$ cat config.mk
export PLATFORM = sky130hd
export DESIGN_NAME = mem_access_unit
export DESIGN_NICKNAME = d
export VERILOG_FILES = /design/src/rtl/mem_access_unit.sv
export SDC_FILE = /design/constraint.sdc
export NUM_CORES = 1
export LEC_CHECK = 0
export BUFFER_PORTS_ARGS = -buffer_cell sky130_fd_sc_hd__clkbuf_2
export CAP_MARGIN = 20
export CORE_ASPECT_RATIO = 1.4
export CORE_UTILIZATION = 45
export DETAILED_ROUTE_END_ITERATION = 8
export GPL_TIMING_DRIVEN = 1
export PLACE_DENSITY = 0.73
export SLEW_MARGIN = 10
export SYNTH_ARGS = -nofsm -noshare
export SYNTH_HDL_FRONTEND = slang
export SYNTH_SLANG_ARGS = --single-unit
$ cat constraint.sdc
create_clock -name clk -period 2.85 [get_ports clk]
set_input_delay 0.285 -clock clk [delete_from_list [all_inputs] [get_ports clk]]
set_output_delay 0.285 -clock clk [all_outputs]
set_load 0.01 [all_outputs]
$ cat src/rtl/mem_access_unit.sv
// mem_access_unit: initiator side of the banked RAM interface.
// Accepts one load/store at a time, drives the RAM address/dataIn/rw pins,
// returns aligned and optionally sign-extended load data, and performs
// byte/halfword stores as read-modify-write because the RAM has no byte enables.
//
// Ports:
//   clk, rst        - clock, synchronous active-high reset
//   req_*           - request handshake and fields from the load/store stage
//   resp_valid      - one-cycle completion pulse with resp_rdata/resp_fault
//   address, dataIn - RAM address and write data
//   rw              - RAM write strobe (1 = write)
//   ram_out         - RAM read data
module mem_access_unit #(
    parameter int unsigned READ_LAT  = 1,
    parameter int unsigned NUM_BANKS = 8
) (
    input  logic        clk,
    input  logic        rst,
    input  logic        req_valid,
    output logic        req_ready,
    input  logic        req_we,
    input  logic [1:0]  req_size,
    input  logic        req_signed,
    input  logic [31:0] req_addr,
    input  logic [31:0] req_wdata,
    output logic        resp_valid,
    output logic [31:0] resp_rdata,
    output logic        resp_fault,
    output logic [31:0] address,
    output logic [31:0] dataIn,
    output logic        rw,
    input  logic [31:0] ram_out
);

    typedef enum logic [2:0] {
        StIdle, StFault, StRead, StLoadResp, StMergeW, StStoreW, StStoreResp
    } state_e;

    state_e      state_q, state_d;
    logic [3:0]  cnt_q, cnt_d;
    logic        we_q, signed_q;
    logic [1:0]  size_q, off_q;
    logic [15:0] wdata_q;

    logic        ready_q, ready_d;
    logic        valid_q, valid_d;
    logic        fault_q, fault_d;
    logic        rw_q, rw_d;
    logic [31:0] rdata_q, rdata_d;
    logic [31:0] address_q, address_d;
    logic [31:0] data_in_q, data_in_d;

    logic        req_fault;
    logic [4:0]  sh;
    logic [31:0] shifted, extracted, lane_mask, lane_data, merged;

    assign req_fault = (req_size == 2'd3)
                     | ((req_size == 2'd1) & req_addr[0])
                     | ((req_size == 2'd2) & (req_addr[1:0] != 2'b00))
                     | (32'(req_addr[31:24]) >= NUM_BANKS);

    // Lane shift; halfword offsets are even so the byte shift serves both sizes.
    assign sh      = {off_q, 3'b000};
    assign shifted = ram_out >> sh;

    always_comb begin
        unique case (size_q)
            2'd0:    extracted = signed_q ? {{24{shifted[7]}}, shifted[7:0]}
                                          : {24'h0, shifted[7:0]};
            2'd1:    extracted = signed_q ? {{16{shifted[15]}}, shifted[15:0]}
                                          : {16'h0, shifted[15:0]};
            default: extracted = ram_out;
        endcase
    end

    assign lane_mask = (size_q == 2'd0) ? 32'h0000_00ff : 32'h0000_ffff;
    assign lane_data = (size_q == 2'd0) ? {24'h0, wdata_q[7:0]} : {16'h0, wdata_q};
    assign merged    = (ram_out & ~(lane_mask << sh)) | (lane_data << sh);

    always_comb begin
        state_d   = state_q;
        cnt_d     = cnt_q;
        address_d = address_q;
        data_in_d = data_in_q;
        rdata_d   = 32'h0;
        unique case (state_q)
            StIdle: begin
                if (req_valid) begin
                    if (req_fault) begin
                        state_d = StFault;
                    end else begin
                        address_d = {req_addr[31:24], 2'b00, req_addr[23:2]};
                        if (req_we && req_size == 2'd2) begin
                            state_d   = StStoreW;
                            data_in_d = req_wdata;
                        end else begin
                            state_d = StRead;
                            cnt_d   = 4'(READ_LAT - 1);
                        end
                    end
                end
            end
            StRead: begin
                if (cnt_q == 4'd0) begin
                    if (we_q) begin
                        state_d   = StMergeW;
                        data_in_d = merged;
                    end else begin
                        state_d = StLoadResp;
                        rdata_d = extracted;
                    end
                end else begin
                    cnt_d = cnt_q - 4'd1;
                end
            end
            StMergeW, StStoreW: state_d = StStoreResp;
            default:            state_d = StIdle;
        endcase

        // Outputs are registered copies of what the next state demands.
        ready_d = (state_d == StIdle);
        valid_d = (state_d == StFault) || (state_d == StLoadResp) || (state_d == StStoreResp);
        fault_d = (state_d == StFault);
        rw_d    = (state_d == StMergeW) || (state_d == StStoreW);
    end

    always_ff @(posedge clk) begin
        if (rst) begin
            state_q   <= StIdle;
            cnt_q     <= 4'd0;
            we_q      <= 1'b0;
            signed_q  <= 1'b0;
            size_q    <= 2'd0;
            off_q     <= 2'd0;
            wdata_q   <= 16'h0;
            ready_q   <= 1'b1;
            valid_q   <= 1'b0;
            fault_q   <= 1'b0;
            rw_q      <= 1'b0;
            rdata_q   <= 32'h0;
            address_q <= 32'h0;
            data_in_q <= 32'h0;
        end else begin
            state_q   <= state_d;
            cnt_q     <= cnt_d;
            ready_q   <= ready_d;
            valid_q   <= valid_d;
            fault_q   <= fault_d;
            rw_q      <= rw_d;
            rdata_q   <= rdata_d;
            address_q <= address_d;
            data_in_q <= data_in_d;
            if (state_q == StIdle && req_valid) begin
                we_q     <= req_we;
                signed_q <= req_signed;
                size_q   <= req_size;
                off_q    <= req_addr[1:0];
                wdata_q  <= req_wdata[15:0];
            end
        end
    end

    assign req_ready  = ready_q;
    assign resp_valid = valid_q;
    assign resp_fault = fault_q;
    assign resp_rdata = rdata_q;
    assign rw         = rw_q;
    assign address    = address_q;
    assign dataIn     = data_in_q;

endmodule
==> summary.md, run 1 <==
| Metric | Value |
|---|---|
| Primary FF master, synth | dfxtp_1 |
| Setup crit end kind | flip-flop |
| First-pass GRT wire length | 28.64 mm |
| Mapped Avg Cell Area | 8.460 um2 |
| PortBufs | 200 |
| Rows | 49 |
| Area share of xor/xnor cells in the synthesized design | 0.1487% |
| Post-CTS setup buffers | 0 |
| Sw Share | 24.98% |
| Clk network pwr share | 46.8% |
| Syn Inst Count | 696 |
| Initial antenna violation count | 0 |
| Leak pwr | 3.082 nW |
| EDFF count, synth | 0 |
| Final nets | just under 1,000 |
| IO Count | ~200 |
| Cts hold-fix bufs | 0 |
| Drt wl/cell | between 15 and 20 um |
| Worst vdd ir | ~0.4 mV |
| Fin crit period | 2.477 ns |
| Setup-failing EPs final | 0 |
| Core ar. | 12,810 um2 |
| Share of layout cells above drive strength 1 | around 30% |
| Post-synth ARST share | 0% |
| Layout overhead on the synthesized area | 27.33% |
| Vias in the first global route | about 5,700 |
| Rel. slew slack | 30.20% |
| Die height | roughly 140 um |
| Commonest non-fill, non-tap cell in the layout | clkbuf_2 |
| Final instance area | ~7500 um2 |
| CTS tree | done |
| Fmax | just over 400 MHz |
| Min-Delay Path Class | in2reg |
| Vias | 6,175 |
| Data arrival time of the worst path | 2.80 ns |
| Largest net degree at the start of global routing | 74 |
| Die Wd | roughly 99 um |
| PD cells | 571.9 nW/um2 |
| Synth Register Bits | 127 |
| Post-Syn Area | between 5000 and 6000 um2 |
| H-tree levels | 4 |
| Final routed DRC violation total | 0 |
| Largest family of logic cells by synthesized area | compound AO/OA/AOI/OAI gates |
| Endpoints failing hold | 0 |
| DRT iter0 DRCs | between 500 and 600 |
| RSZ-0062 raised after global routing | false |
| Area post-placement | about 7000 um2 |
| Total CTS buffers | 17 |
| Synthesis warning total | 0 |
| Compound-Gate Fraction of Synth Area | approximately 25% |
| MaxCap Viol Count | 0 |
| Simple-gate portion of the synthesized area | between 20% and 30% |
| Register area share after synthesis | 43.18% |
| Worst EP required | around 3.2 ns |
| Status | finished clean |
| Adder-Cell Fraction of Synth Area | less than 1% |
| Clk_lat worst skew | just over 0.4 ns |
| Final max-slew violation count | 0 |
| CTS resizes | 0 |
| Count of cell types in the netlist | 57 |
| Seq pwr share | a little over two fifths |
| Antenna-violating nets left | 0 |
| Hpwl dp | 13.55 mm |
| Commonest non-fill, non-tap cells in the layout | clkbuf_2, dfxtp_1, nand2_1 |
| Inserted Diodes | 0 |
| Clock skew | 0.006173 ns |
| CTS clock-pin slew for the worst setup and hold paths | ~0.06 ns |
| CTS Root Cell | clkbuf_16 |
| Fin Setup TNS | 0 ns |
| Setup CP Type | reg2reg |
| All-Layer GR Usage | 27.49% |
| Detailed Route WL | about 19 mm |
| Die area | 13,550 um2 |
| Grt ovf | 0 |
| Drt first pass iters | 6 |
| Worst Setup Start Kind | flip-flop |
| Routability Congestion | roughly 0.87 |
| P_int | 0.003217 W |
| Mux contribution to synthesized area | 5.482% |
| Starting density of the core | between 40% and 50% |
| CTS Buffer Depth | 2 |
| Worst-margin pin slew | 1.047 ns |
| CTS Sinks | 127 |
| Vias per cell | 6.007 |
| Fin crit share | 86.90% |
| P_sw | 0.001071 W |
| Layout Utilization | between 50% and 60% |
| Max FO, Critical Path | 29 |
| Logic pwr share | 10.6% |
## synth_stat cells (all sizes together) (3+ instances only)
cell,count,area share (%)
clkbuf,50,3.2
inv,4,0.25
nor3b,7,0.98
dfxtp,127,43
a311o,16,2.7
mux2i,30,5.1
a32oi,8,1.2
a2bb2oi,4,0.59
o221a,3,0.57
o22ai,4,0.42
a21oi,79,6.7
o211ai,9,1.1
a31oi,4,0.42
nor2,47,3.0
nand4,28,3.0
a22oi,8,1.0
o2bb2ai,8,1.2
buf,22,2.0
nor2b,4,0.42
nand3,5,0.42
o21ai,38,3.2
nand2b,22,2.3
nor4,13,1.4
nand2,80,5.1
nor3,16,1.4
a221oi,32,4.8
## area by class of cell
class                   count  area [um2]
clock buffers              23       478.0
clock inverters             7       62.56
fillers                  1195        5316
inverters                   4       15.01
multi-input cells         494        3042
flip-flops and latches    127        2542
well taps                 153       191.4
repair buffers            220        1166
## sequential cells by signal, summed over array words and instances (netlist names), 2 cells and up
signal / cells
dataIn: 32
resp_rdata: 32
address: 30
wdata_q: 16
cnt_q: 4
state_q: 3
off_q: 2
size_q: 2
## cells by family (layout without fill, tap and decap cells)
family / after synthesis / after routing
DFF: 127 / 127
and+or+nand+nor: 238 / 238
xor gates and xnor gates: 1 / 1
other: 1 / 2
AOI/OAI and AO/OA: 221 / 221
buffers and inverters: 76 / 254
muxes: 31 / 31
adders and majority gates: 1 / 1
## routing by layer
metal | wire, um | vias to the layer above | global-route usage [%]
li1 | - | 2916 | -
met5 | 0 | - | 0
met4 | 993 | 0 | 16.92
met2 | 9433 | 321 | 48.40
met1 | 7062 | 2878 | 30.24
met3 | 1316 | 60 | 6.088
## power by group through the flow
stage	combinational, W	clock [W]	sequential [W]
after global placement	0.000444	0	0.00186
after detailed placement	0.000444	0	0.00186
after global routing	0.000485	0.00210	0.00183
after floorplan	0.000257	0	0.00186
final	0.000454	0.00201	0.00183
after CTS	0.000446	0.00203	0.00183
## path summary, 6_finish.rpt
kind	from	end	slack (ns)	cells after the start
setup / recovery	cnt_q[0]	resp_rdata[28]	0.37	6
hold / removal	req_addr[10]	address[8]	0.11	3
setup reg to reg	cnt_q[0]	resp_rdata[28]	0.37	6
hold reg to reg	address[16]	address[16]	0.47	2
## stage by stage
step	hold WS [ns]	power (W)	std cells	setup WS (ns)
after CTS	0.1037	0.004297	1028	0.4023
final	0.1104	0.004288	1028	0.3733
after global routing	0.1118	0.004414	1028	0.2513
after floorplan	0.4210	0.002113	697	0.8327
after global placement	0.4570	0.002307	998	0.5429
after detailed placement	0.4649	0.002307	998	0.4275
## critical path, cell delays in order (launching register included)
cell and delay (ns):
dfxtp_1 0.32, inv_1 0.08, ha_1 0.19, or3b_2 0.51
or3_1 0.41, or2_1 0.59, a21oi_1 0.28
Note: power is estimated with default switching activity, not from simulation.
==> inputs of run 2 (changes only) <==
Settings changed: CELL_PAD_IN_SITES_DETAIL_PLACEMENT set to 1, CELL_PAD_IN_SITES_GLOBAL_PLACEMENT set to 1, CORE_UTILIZATION 45 to 36, PLACE_DENSITY 0.73 to not set, PLACE_DENSITY_LB_ADDON set to 0.1.
==> summary.md, run 2 (synthesis results as in run 1) <==
| Metric | Value |
|---|---|
| Fin crit share | 90.52% (was 86.90%) |
| Largest net degree at the start of global routing | 69 (was 74) |
| Detailed Route WL | 21.77 mm (was 18.81 mm) |
| Total CTS buffers | 17 (unchanged) |
| Layout overhead on the synthesized area | 29.73% (was 27.33%) |
| Die area | 16,880 um2 (was 13,550 um2) |
| Final nets | 967 (was 968) |
| Setup crit end kind | flip-flop (unchanged) |
| Min Hold Slack | 0.1003 ns (was 0.1104 ns) |
| Worst Path Buf+Inv | 1 (unchanged) |
| Reg2Reg Depth | 6 (unchanged) |
| Post-CTS setup buffers | 0 (unchanged) |
| Vias | 6,217 (was 6,175) |
| DRT iter0 DRCs | 325 (was 542) |
| Initial antenna violation count | 0 (unchanged) |
| CP peak stage delay | 0.59 ns (about the same) |
| Die Wd | 110.1 um (was 98.68 um) |
| Setup CP Type | reg2reg (unchanged) |
| Core ar. | 16,100 um2 (was 12,810 um2) |
| Worst EP required | 3.18 ns (was 3.17 ns) |
| Drt wl/cell | 20.27 um (was 18.29 um) |
| Final routed DRC violation total | 0 (unchanged) |
| Vias per cell | 5.789 (was 6.007) |
| Starting density of the core | 36.57% (was 45.95%) |
| DP Worst Slack | 0.3461 ns (was 0.4275 ns) |
| Min-Delay Path Class | in2reg (unchanged) |
| Inserted Diodes | 0 (unchanged) |
| Worst-margin pin slew | 1.057 ns (was 1.047 ns) |
| CTS clock-pin slew for the worst setup and hold paths | 0.06 ns (about the same) |
| First-pass GRT wire length | 33.70 mm (was 28.64 mm) |
| H-tree levels | 4 (unchanged) |
| CP top delay family | simple AND/OR/NAND/NOR gates (unchanged) |
| Fmax | 387.6 MHz (was 403.8 MHz) |
| Worst vdd ir | 0.3423 mV (was 0.3895 mV) |
| Worst Setup Start Kind | flip-flop (unchanged) |
| Fin cells | 1,074 (was 1,028) |
| Drt first pass iters | 5 (was 6) |
| RSZ-0062 raised after global routing | false (unchanged) |
| CTS Buffer Depth | 2 (unchanged) |
| Rel. slew slack | 29.52% (was 30.20%) |
| MaxCap Viol Count | 0 (unchanged) |
| Antenna-violating nets left | 0 (unchanged) |
| Inst Count DP | 1,043 (was 998) |
| Commonest non-fill, non-tap cells in the layout | clkbuf_2, dfxtp_1, nand2_1 (unchanged) |
| Status | finished clean (unchanged) |
| Grt ovf | 0 (unchanged) |
| Leak pwr | 3.114 nW (was 3.082 nW) |
| Setup-failing EPs final | 0 (unchanged) |
| Fin Setup TNS | 0 ns (unchanged) |
| CTS Sinks | 127 (unchanged) |
| Fin crit period | 2.580 ns (was 2.477 ns) |
| PortBufs | 200 (unchanged) |
| Crit path from | cnt_q[1] (was cnt_q[0]) |
| R2r endpoint | resp_rdata[14] (was resp_rdata[28]) |
| CTS Root Cell | clkbuf_16 (unchanged) |
| All-Layer GR Usage | 26.20% (was 27.49%) |
| IO Count | 203 (unchanged) |
| Cts hold-fix bufs | 0 (unchanged) |
| Max FO, Critical Path | 29 (unchanged) |
| Final max-slew violation count | 0 (unchanged) |
| Worst R2R Start | cnt_q[1] (was cnt_q[0]) |
| Endpoints failing hold | 0 (unchanged) |
| CP max stage cell | or2_1 (unchanged) |
| WHS Path Cells | 3 (unchanged) |
| CTS tree | done (unchanged) |
| Routability Congestion | 0.8784 (was 0.8674) |
| Worst setup slack after layout | 0.2702 ns (was 0.3733 ns) |
| Clock skew | 0.01175 ns (was 0.006173 ns) |
| Data arrival time of the worst path | 2.91 ns (was 2.80 ns) |
| Power Total | 0.004688 W (was 0.004288 W) |
| CTS resizes | 0 (unchanged) |
| Share of layout cells above drive strength 1 | 29.83% (was 29.60%) |
| Vias in the first global route | 6,364 (was 5,677) |
| Die height | 153.3 um (was 137.3 um) |
| Clk_lat worst skew | 0.42 ns (was 0.41 ns) |
| Critical path, cell by cell | inv_1, ha_1, or3b_2, or3_1, or2_1, a21oi_1 (unchanged) |
| WP depth | 6 (unchanged) |
| Rows | 55 (was 49) |
| Worst Setup EP | resp_rdata[14] (was resp_rdata[28]) |
| Commonest non-fill, non-tap cell in the layout | clkbuf_2 (unchanged) |
| Hpwl dp | 16.06 mm (was 13.55 mm) |
| Worst reg2reg setup slack | 0.27 ns (was 0.37 ns) |
| PD cells | 613.7 nW/um2 (was 571.9 nW/um2) |
[run 2: worst reg2reg max path: cells and delay by family, from the launching register on]
| family | cells | cell delay, ns |
|---|---|---|
| AOI/OAI and AO/OA | 1 | 0.31 |
| adders and majority gates | 1 | 0.23 |
| buffers and inverters | 1 | 0.10 |
| DFF | 1 | 0.32 |
| and+or+nand+nor | 3 | 1.51 |
[run 2: metal layers]
metal,vias up,GRT usage (%),part of all wire (%)
met5,-,0,0
met4,0,10.79,2.6
met3,37,5.245,4.8
met2,202,46.96,54
met1,3055,29.39,38
li1,2923,-,-
[run 2: cell type report]
| cell class | instances | area, um2 |
|---|---|---|
| fill | 1954 | 8464 |
| inverter | 4 | 15.01 |
| clock buffer | 20 | 456.7 |
| clock inverter | 11 | 187.7 |
| sequential | 127 | 2542 |
| timing repair buffer | 219 | 1146 |
| multi-input combinational | 494 | 3042 |
| tap | 199 | 249.0 |
[run 2: metrics by stage]
step / cell area, um2 / util, %
finish: 7639 / 47.44
global route: 7639 / 47.44
CTS: 7639 / 47.44
detailed placement: 6994 / 43.43
global placement: 6994 / 43.43
floorplan: 5892 / -
[run 2: report_power, final]
part	total, W	switching, W	internal, W
Sequential	0.00183	0.0000318	0.00180
Clock	0.00240	0.000814	0.00159
Combinational	0.000454	0.000291	0.000162
Total	0.00469	0.00114	0.00355
[run 2: worst min-delay path by stage]
stage                            start          end
after CTS                   req_signed     signed_q
after global routing      req_addr[10]   address[8]
after floorplan             req_signed     signed_q
final                     req_addr[21]  address[19]
after detailed placement   address[28]  address[28]
after global placement     address[12]  address[12]
